<file path="config.mk">
export PLATFORM = sky130hd
export DESIGN_NAME = flag_cond_resolver
export DESIGN_NICKNAME = d
export VERILOG_FILES = /design/src/rtl/flag_cond_resolver.sv
export SDC_FILE = /design/constraint.sdc
export NUM_CORES = 1
export LEC_CHECK = 0
export ABC_AREA = 1
export CELL_PAD_IN_SITES_DETAIL_PLACEMENT = 1
export CELL_PAD_IN_SITES_GLOBAL_PLACEMENT = 2
export CORE_MARGIN = 3
export CORE_UTILIZATION = 24
export CTS_CLUSTER_DIAMETER = 40
export DETAILED_ROUTE_END_ITERATION = 8
export MAX_ROUTING_LAYER = met4
export PLACE_DENSITY_LB_ADDON = 0.1
export SLEW_MARGIN = 20
export SYNTH_ARGS = -nofsm -noshare
export SYNTH_HDL_FRONTEND = slang
export SYNTH_SLANG_ARGS = --single-unit
</file>
<file path="constraint.sdc">
create_clock -name clk -period 3.64 [get_ports clk]
set_input_delay 0.546 -clock clk [delete_from_list [all_inputs] [get_ports clk]]
set_output_delay 0.546 -clock clk [all_outputs]
set_load 0.02 [all_outputs]
</file>
<file path="src/rtl/flag_cond_resolver.sv">
// NZCV flag holder and branch-condition resolver: tracks in-flight flag setters,
// stalls B.cond until flags are committed or bypassable, resolves CBZ/CBNZ at once.
module flag_cond_resolver #(
    parameter int CNT_W = 2
) (
    input  logic             clk,
    input  logic             reset,
    input  logic             fs_issue,
    input  logic             fs_wr,
    input  logic [3:0]       fs_nzcv,
    input  logic             fs_kill,
    input  logic             br_valid,
    output logic             br_ready,
    input  logic [3:0]       br_cond,
    input  logic             br_cbz,
    input  logic             br_cbnz,
    input  logic             br_zero,
    output logic             res_valid,
    output logic             res_taken,
    output logic [3:0]       nzcv,
    output logic [CNT_W-1:0] pend,
    output logic             fs_full,
    output logic             err
);

    localparam logic [CNT_W-1:0] PEND_MAX = {CNT_W{1'b1}};

    logic [CNT_W-1:0] pend_q, pend_d;
    logic [3:0]       nzcv_q, nzcv_d;
    logic             res_valid_q, res_valid_d;
    logic             res_taken_q, res_taken_d;
    logic             err_q, err_d;

    logic             kill_eff_s;
    logic             dec_s;
    logic [CNT_W+1:0] eff_s;
    logic             eff_zero_s;
    logic             eff_one_s;
    logic [3:0]       flags_s;
    logic             decision_s;
    logic             handshake_s;
    logic             err_set_s;

    // Evaluate an ARM condition code against {N,Z,C,V}; 111x is always taken.
    function automatic logic cond_eval(input logic [3:0] cond, input logic [3:0] f);
        logic base;
        case (cond[3:1])
            3'b000:  base = f[2];
            3'b001:  base = f[1];
            3'b010:  base = f[3];
            3'b011:  base = f[0];
            3'b100:  base = f[1] & ~f[2];
            3'b101:  base = (f[3] == f[0]);
            3'b110:  base = ~f[2] & (f[3] == f[0]);
            default: base = 1'b1;
        endcase
        if (cond[3:1] == 3'b111) begin
            return 1'b1;
        end else begin
            return base ^ cond[0];
        end
    endfunction

    // Readiness, effective in-flight count and branch decision.
    always_comb begin
        kill_eff_s = fs_kill & ~fs_wr;
        dec_s      = fs_wr | kill_eff_s;
        // One extra MSB catches the underflow of a stray kill at pend==0.
        eff_s      = {2'b00, pend_q} + {{(CNT_W+1){1'b0}}, fs_issue}
                   - {{(CNT_W+1){1'b0}}, kill_eff_s};
        eff_zero_s = (eff_s == '0) || eff_s[CNT_W+1];
        eff_one_s  = (eff_s == {{(CNT_W+1){1'b0}}, 1'b1});
        flags_s    = fs_wr ? fs_nzcv : nzcv_q;
        if (br_cbz || br_cbnz) begin
            br_ready = 1'b1;
        end else if (eff_zero_s || (eff_one_s && fs_wr)) begin
            br_ready = 1'b1;
        end else begin
            br_ready = 1'b0;
        end
        if (br_cbz) begin
            decision_s = br_zero;
        end else if (br_cbnz) begin
            decision_s = ~br_zero;
        end else begin
            decision_s = cond_eval(br_cond, flags_s);
        end
        handshake_s = br_valid & br_ready;
    end

    // Next-state for counter, flags, result pulse and sticky error.
    always_comb begin
        pend_d      = pend_q;
        nzcv_d      = nzcv_q;
        err_set_s   = 1'b0;
        res_valid_d = handshake_s;
        res_taken_d = handshake_s ? decision_s : 1'b0;
        case ({fs_issue, dec_s})
            2'b10: begin
                if (pend_q == PEND_MAX) begin
                    err_set_s = 1'b1;
                end else begin
                    pend_d = pend_q + CNT_W'(1);
                end
            end
            2'b01: begin
                if (pend_q == '0) begin
                    err_set_s = 1'b1;
                end else begin
                    pend_d = pend_q - CNT_W'(1);
                end
            end
            default: pend_d = pend_q;
        endcase
        if (fs_wr) begin
            nzcv_d = fs_nzcv;
        end else begin
            nzcv_d = nzcv_q;
        end
        if ((fs_wr && fs_kill) || (br_valid && br_cbz && br_cbnz)) begin
            err_set_s = 1'b1;
        end else begin
            err_set_s = err_set_s;
        end
        err_d = err_q | err_set_s;
    end

    // State registers.
    always_ff @(posedge clk or negedge reset) begin
        if (!reset) begin
            pend_q      <= '0;
            nzcv_q      <= 4'b0000;
            res_valid_q <= 1'b0;
            res_taken_q <= 1'b0;
            err_q       <= 1'b0;
        end else begin
            pend_q      <= pend_d;
            nzcv_q      <= nzcv_d;
            res_valid_q <= res_valid_d;
            res_taken_q <= res_taken_d;
            err_q       <= err_d;
        end
    end

    assign pend      = pend_q;
    assign nzcv      = nzcv_q;
    assign res_valid = res_valid_q;
    assign res_taken = res_taken_q;
    assign err       = err_q;
    assign fs_full   = (pend_q == PEND_MAX);

endmodule

</file>
Yosys cells after proc, flatten, opt, wreduce, memory -nomap -nowiden
Index checks and enable logic that the tools add are counted.
{"block": "totals", "elab_cells": 63, "in_bits": 17, "ff_bits": 9, "output_inout_bits": 11}
{"block": "classes", "bitwise_logic": 10, "add_sub_neg": 4, "eq_ne": 14, "muxes": 17, "n_reduce_logical": 13}
{"op": "$eq 3x3->1 const B", "count": 4}
{"op": "$mux 1", "count": 11}
{"op": "$pmux 1 s7", "count": 1}
{"op": "$eq 3x2->1 const B", "count": 2}
{"op": "$and 1x1->1", "count": 4}
{"op": "$eq 2x2->1 const B", "count": 2}
{"op": "$eq 4x1->1 const B", "count": 1}
{"op": "$logic_and 1x1->1", "count": 4}
{"op": "$logic_not 4->1", "count": 1}
{"op": "$logic_or 1x1->1", "count": 4}
{"op": "$mux 2", "count": 2}
{"op": "$mux 4", "count": 1}
{"op": "$ne 2x2->1 const B", "count": 2}
{"op": "$pmux 2 s2", "count": 1}
{"op": "$sub 3x1->4", "count": 1}
{"op": "$add 2x1->3", "count": 1}
{"op": "$eq 3x1->1 const B", "count": 1}
{"op": "$logic_not 3->1", "count": 1}
{"op": "$not 1->1", "count": 3}
{"op": "$reduce_and 3->1", "count": 1}
{"op": "$add 2x1->2 const B", "count": 1}
{"op": "$eq 2x1->1 const B", "count": 1}
{"op": "$logic_not 2->1", "count": 1}
{"op": "$or 1x1->1", "count": 2}
{"op": "other kinds (5)", "count": 5}

Logic depth before layout (Yosys ltp)
{"block": "logic_depth", "word_depth": 11, "mapped_depth": 13, "mapped_depth_nobuf": 13}

Worst setup path after synthesis
Ideal clock, no wire load.
{"block": "synth_timing", "path_kind": "input-to-output", "startpoint": "in fs_wr", "endpoint": "out br_ready", "stages": 10, "setup_slack_ns": 1.078, "arrival_ns": 2.016, "path_cell_list": "buf_6 nor2_1 ha_1 inv_1 ha_1 inv_1 fa_1 xnor2_1 nand3_1 nand4_1"}
{"block": "synth_between", "elab_chain_cells": 8, "word_cells_on_any_way": 10, "cone_classes": "add/sub (1); eq/ne (1); mux (2); bitwise (2); reduce/logical (4)"}
{"element": "from (decl)", "line_no": "9", "text": "input logic fs_wr,"}
{"element": "$not 1->1", "line_no": "66", "text": "kill_eff_s = fs_kill & ~fs_wr;"}
{"element": "$and 1x1->1", "line_no": "66"}
{"element": "$sub 3x1->4", "line_no": "70", "text": "- {{(CNT_W+1){1'b0}}, kill_eff_s};"}
{"element": "$eq 4x1->1 or $logic_not 4->1 (tied branches)", "line_no": "72, 71"}
{"element": "$logic_and 1x1->1 or $logic_or 1x1->1 (tied branches)", "line_no": "76, 71"}
{"element": "$logic_or 1x1->1 (*)", "line_no": "76", "text": "end else if (eff_zero_s || (eff_one_s && fs_wr)) begin"}
{"element": "$mux 1 (*)", "line_no": "76"}
{"element": "$mux 1 (*)", "line_no": "74", "text": "if (br_cbz || br_cbnz) begin"}
{"element": "to (decl)", "line_no": "13", "text": "output logic br_ready,"}
Every way passes the cells marked *; elsewhere a longest branch is shown, timed or not.

Final worst setup path
{"block": "layout_timing", "startpoint": "in fs_kill", "endpoint": "out br_ready"}
{"block": "layout_between", "elab_chain_cells": 7, "word_cells_on_any_way": 9, "cone_classes": "add/sub (1); eq/ne (1); mux (2); bitwise (1); reduce/logical (4)"}
{"element": "from (decl)", "line_no": "11", "text": "input logic fs_kill,"}
{"element": "$and 1x1->1 (*)", "line_no": "66"}
{"element": "$sub 3x1->4 (*)", "line_no": "70"}
{"element": "$eq 4x1->1 or $logic_not 4->1 (tied branches)", "line_no": "72, 71"}
{"element": "$logic_and 1x1->1 or $logic_or 1x1->1 (tied branches)", "line_no": "76, 71"}
{"element": "$logic_or 1x1->1 (*)", "line_no": "76"}
{"element": "$mux 1 (*)", "line_no": "76"}
{"element": "$mux 1 (*)", "line_no": "74"}
Marks and branches as above.

==> flow_summary.yaml <==
min_path:
  whs_endpoint: "err$_DFF_PN0_"
  hold_start: "err$_DFF_PN0_"
  hold_path_depth: 2
  hold_path_class: "reg -> reg"
worst_setup_path:
  cp-end-kind: "output pin"
  cp.required_ns: 3.09
  start_kind: "input port"
  rrSetupSlack_ns: 1.52
  rr_startpoint: "pend[0]$_DFFE_PN0P_"
  arrival_ns: 2.61
  crit_path_max_fanout: 3
  path_class: "in -> out"
  r2r_end: "res_taken$_DFF_PN0_"
  r2r_cells: 12
die:
  fp.dieH_microns: 62.4
  core-area_sq_um: 2900
  fp-row-count: 19
  io_pins: 28
  start_util: 0.263
  fp.dieW_microns: 62.4
  dieArea_sq_um: 3890
timing:
  fin_skew_ns: 0.00333
  max_freq_mhz: 317
  relSlewSlack: 0.717
  hold_violations: 0
  setup_violations: 0
  worstMarginPinSlew_ns: 0.423
  finalMaxSlewViolations: 0
  fin_crit_ns: 3.15
  rsz0062_at_grt: "false"
  setup-tns-final_ns: 0
  finalCritPeriodShare: 0.866
finish:
  diodes: 0
  multi_input_area_sq_um: 439
  layout.nets: 164
  final_cells: 181
  fin_util: 0.383
  fin_area_sq_um: 1110
  nFillCells: 390
  area.growth.synth_to_final_pct: 45.6
  drive_above_1_share: 0.108
  ff_latch_area_sq_um: 225
clocking:
  cts-root-buf: "clkbuf_4"
  numClockSinks: 9
  cts_buffer_depth: 2
  cts_max_level: 1
  cts_made_buffers: 3
  clk_pin_slew_ns: 0.06
  ctsHoldBuffers: 0
  tritoncts: "done"
  clk_latency_ns: 0.26
yosys:
  ys_seq_area_frac: 0.295
  syn_nets: 132
  synth_top_area_frac: 0.295
  synth_top_cell_by_area: "dfrtp_1"
  synth_warnings: 0
  ys_seq_elements: 9
  synth_area_sq_um: 763
  ys_types: 23
  async_reset_ff_frac: 1.00
  synth-edff-count: 0
  synth_area_leaders: "dfrtp_1 (30%), nand2_1 (17%), inv_1 (10%)"
  syn_avg_cell_area_sq_um: 7.07
  syn-instance-count: 108
  synthFlopType: "dfrtp_1"
placed_design:
  place_congestion: 0.713
  placed_cell_area_sq_um: 1080
  dp_hpwl_microns: 1670
  portBuffers: 27
  dp_cells: 177
grt:
  grt_pass1_vias: 794
  grt_pass1_wl_microns: 3590
  antenna_found_initial: 0
  grt_max_degree: 10
  grtUsageTotal: 0.120
  grt_overflow: 0
drt:
  via_count: 736
  firstDrtPassIters: 2
  drtIter0Drc: 9
  wl_per_cell_microns: 10.7
  avgViaCountPerCell: 4.07
  ant_nets: 0
  drc: 0
  wirelength_microns: 1930
pwr:
  leakagePower_nw: 0.569
  power.density_nw_per_um2: 356
  total_power_mw: 0.395
  vdd_ir_drop_max_v: 0.000153
status:
  outcome: "finished clean"
flow_run:
  max_cap_violations: 0
[final cells by class]
class                           instances  share of cell area
Inverter                               22              0.0788
Tap cell                               42              0.0473
Timing Repair Buffer                   28               0.252
Multi-Input combinational cell         76               0.395
Sequential cell                         9               0.203
Clock buffer                            4              0.0236
[Yosys cell counts (2+ instances only)]
cell and number:
a21oi_1 2, dfrtp_1 9, nor2_1 8, inv_1 21, nand2_2 5, nand2_1 34, ha_1 6, o21ai_0 3
nand3_1 6
[logic make-up after synthesis]
group | share of synthesized area
xor gates and xnor gates | 0.0230
adders and majority gates | 0.125
DFF | 0.295
AOI/OAI and AO/OA | 0.0639
and+or+nand+nor | 0.364
buffers and inverters | 0.130
[stage by stage]
stage / hold slack, ns / setup WS (ns)
after floorplan: 0.250 / 1.08
after global placement: 0.488 / 0.128
after detailed placement: 0.501 / 0.0993
after CTS: 0.515 / 0.0769
after global routing: 0.554 / 0.280
final: 0.505 / 0.487
[worst max-delay path by stage]
stage | startpoint | endpoint | slack [ns] | depth (start not counted)
floorplan | fs_wr | br_ready | 1.08 | 10
global placement | fs_kill | br_ready | 0.13 | 12
detailed placement | fs_kill | br_ready | 0.1 | 12
CTS | fs_kill | br_ready | 0.08 | 12
global route | fs_kill | br_ready | 0.28 | 12
finish | fs_kill | br_ready | 0.49 | 12
[sequential cells by signal (all words and copies together) (netlist names)]
register and flops:
res_valid 1, pend 2, nzcv 4, err 1, res_taken 1
[layout by cell type, fill, tap and decap left out, types with 2 or more instances in the layout]
cell and count:
dfrtp_1 9, nand2_2 5, inv_1 21, nand2_1 34, nor2_1 8, clkbuf_4 3
nand3_1 6, o21ai_0 3, a21oi_1 2, ha_1 6, clkdlybuf4s50_1 26
[what timing repair did]
item	CTS	global route
setup endpoints to repair	0	1
resized for setup	0	1
setup buffers	0	0
[per-layer routing]
metal  global-route usage  share of wire  vias to the layer above
li1                     -              -                      385
met1                0.148           0.48                      326
met2                0.188           0.45                       20
met3               0.0198          0.048                        5
met4               0.0661          0.026                        0
met5                    -              0                        -
[report_power, final]
part | switching [mW] | internal (mW)
registers | 0.0142 | 0.115
logic | 0.100 | 0.0888
clock network | 0.0351 | 0.0423
total | 0.149 | 0.246
[critical path, cell delays in order]
cell and delay (ns):
clkdlybuf4s50_1 0.50, inv_1 0.05, nor2_1 0.10, ha_1 0.23, inv_1 0.06, ha_1 0.15, inv_1 0.06, fa_1 0.37
xnor2_1 0.14, nand3_1 0.09, nand4_1 0.09, dlymetal6s2s_1 0.23
No activity file was read; power rests on OpenSTA's default activity.
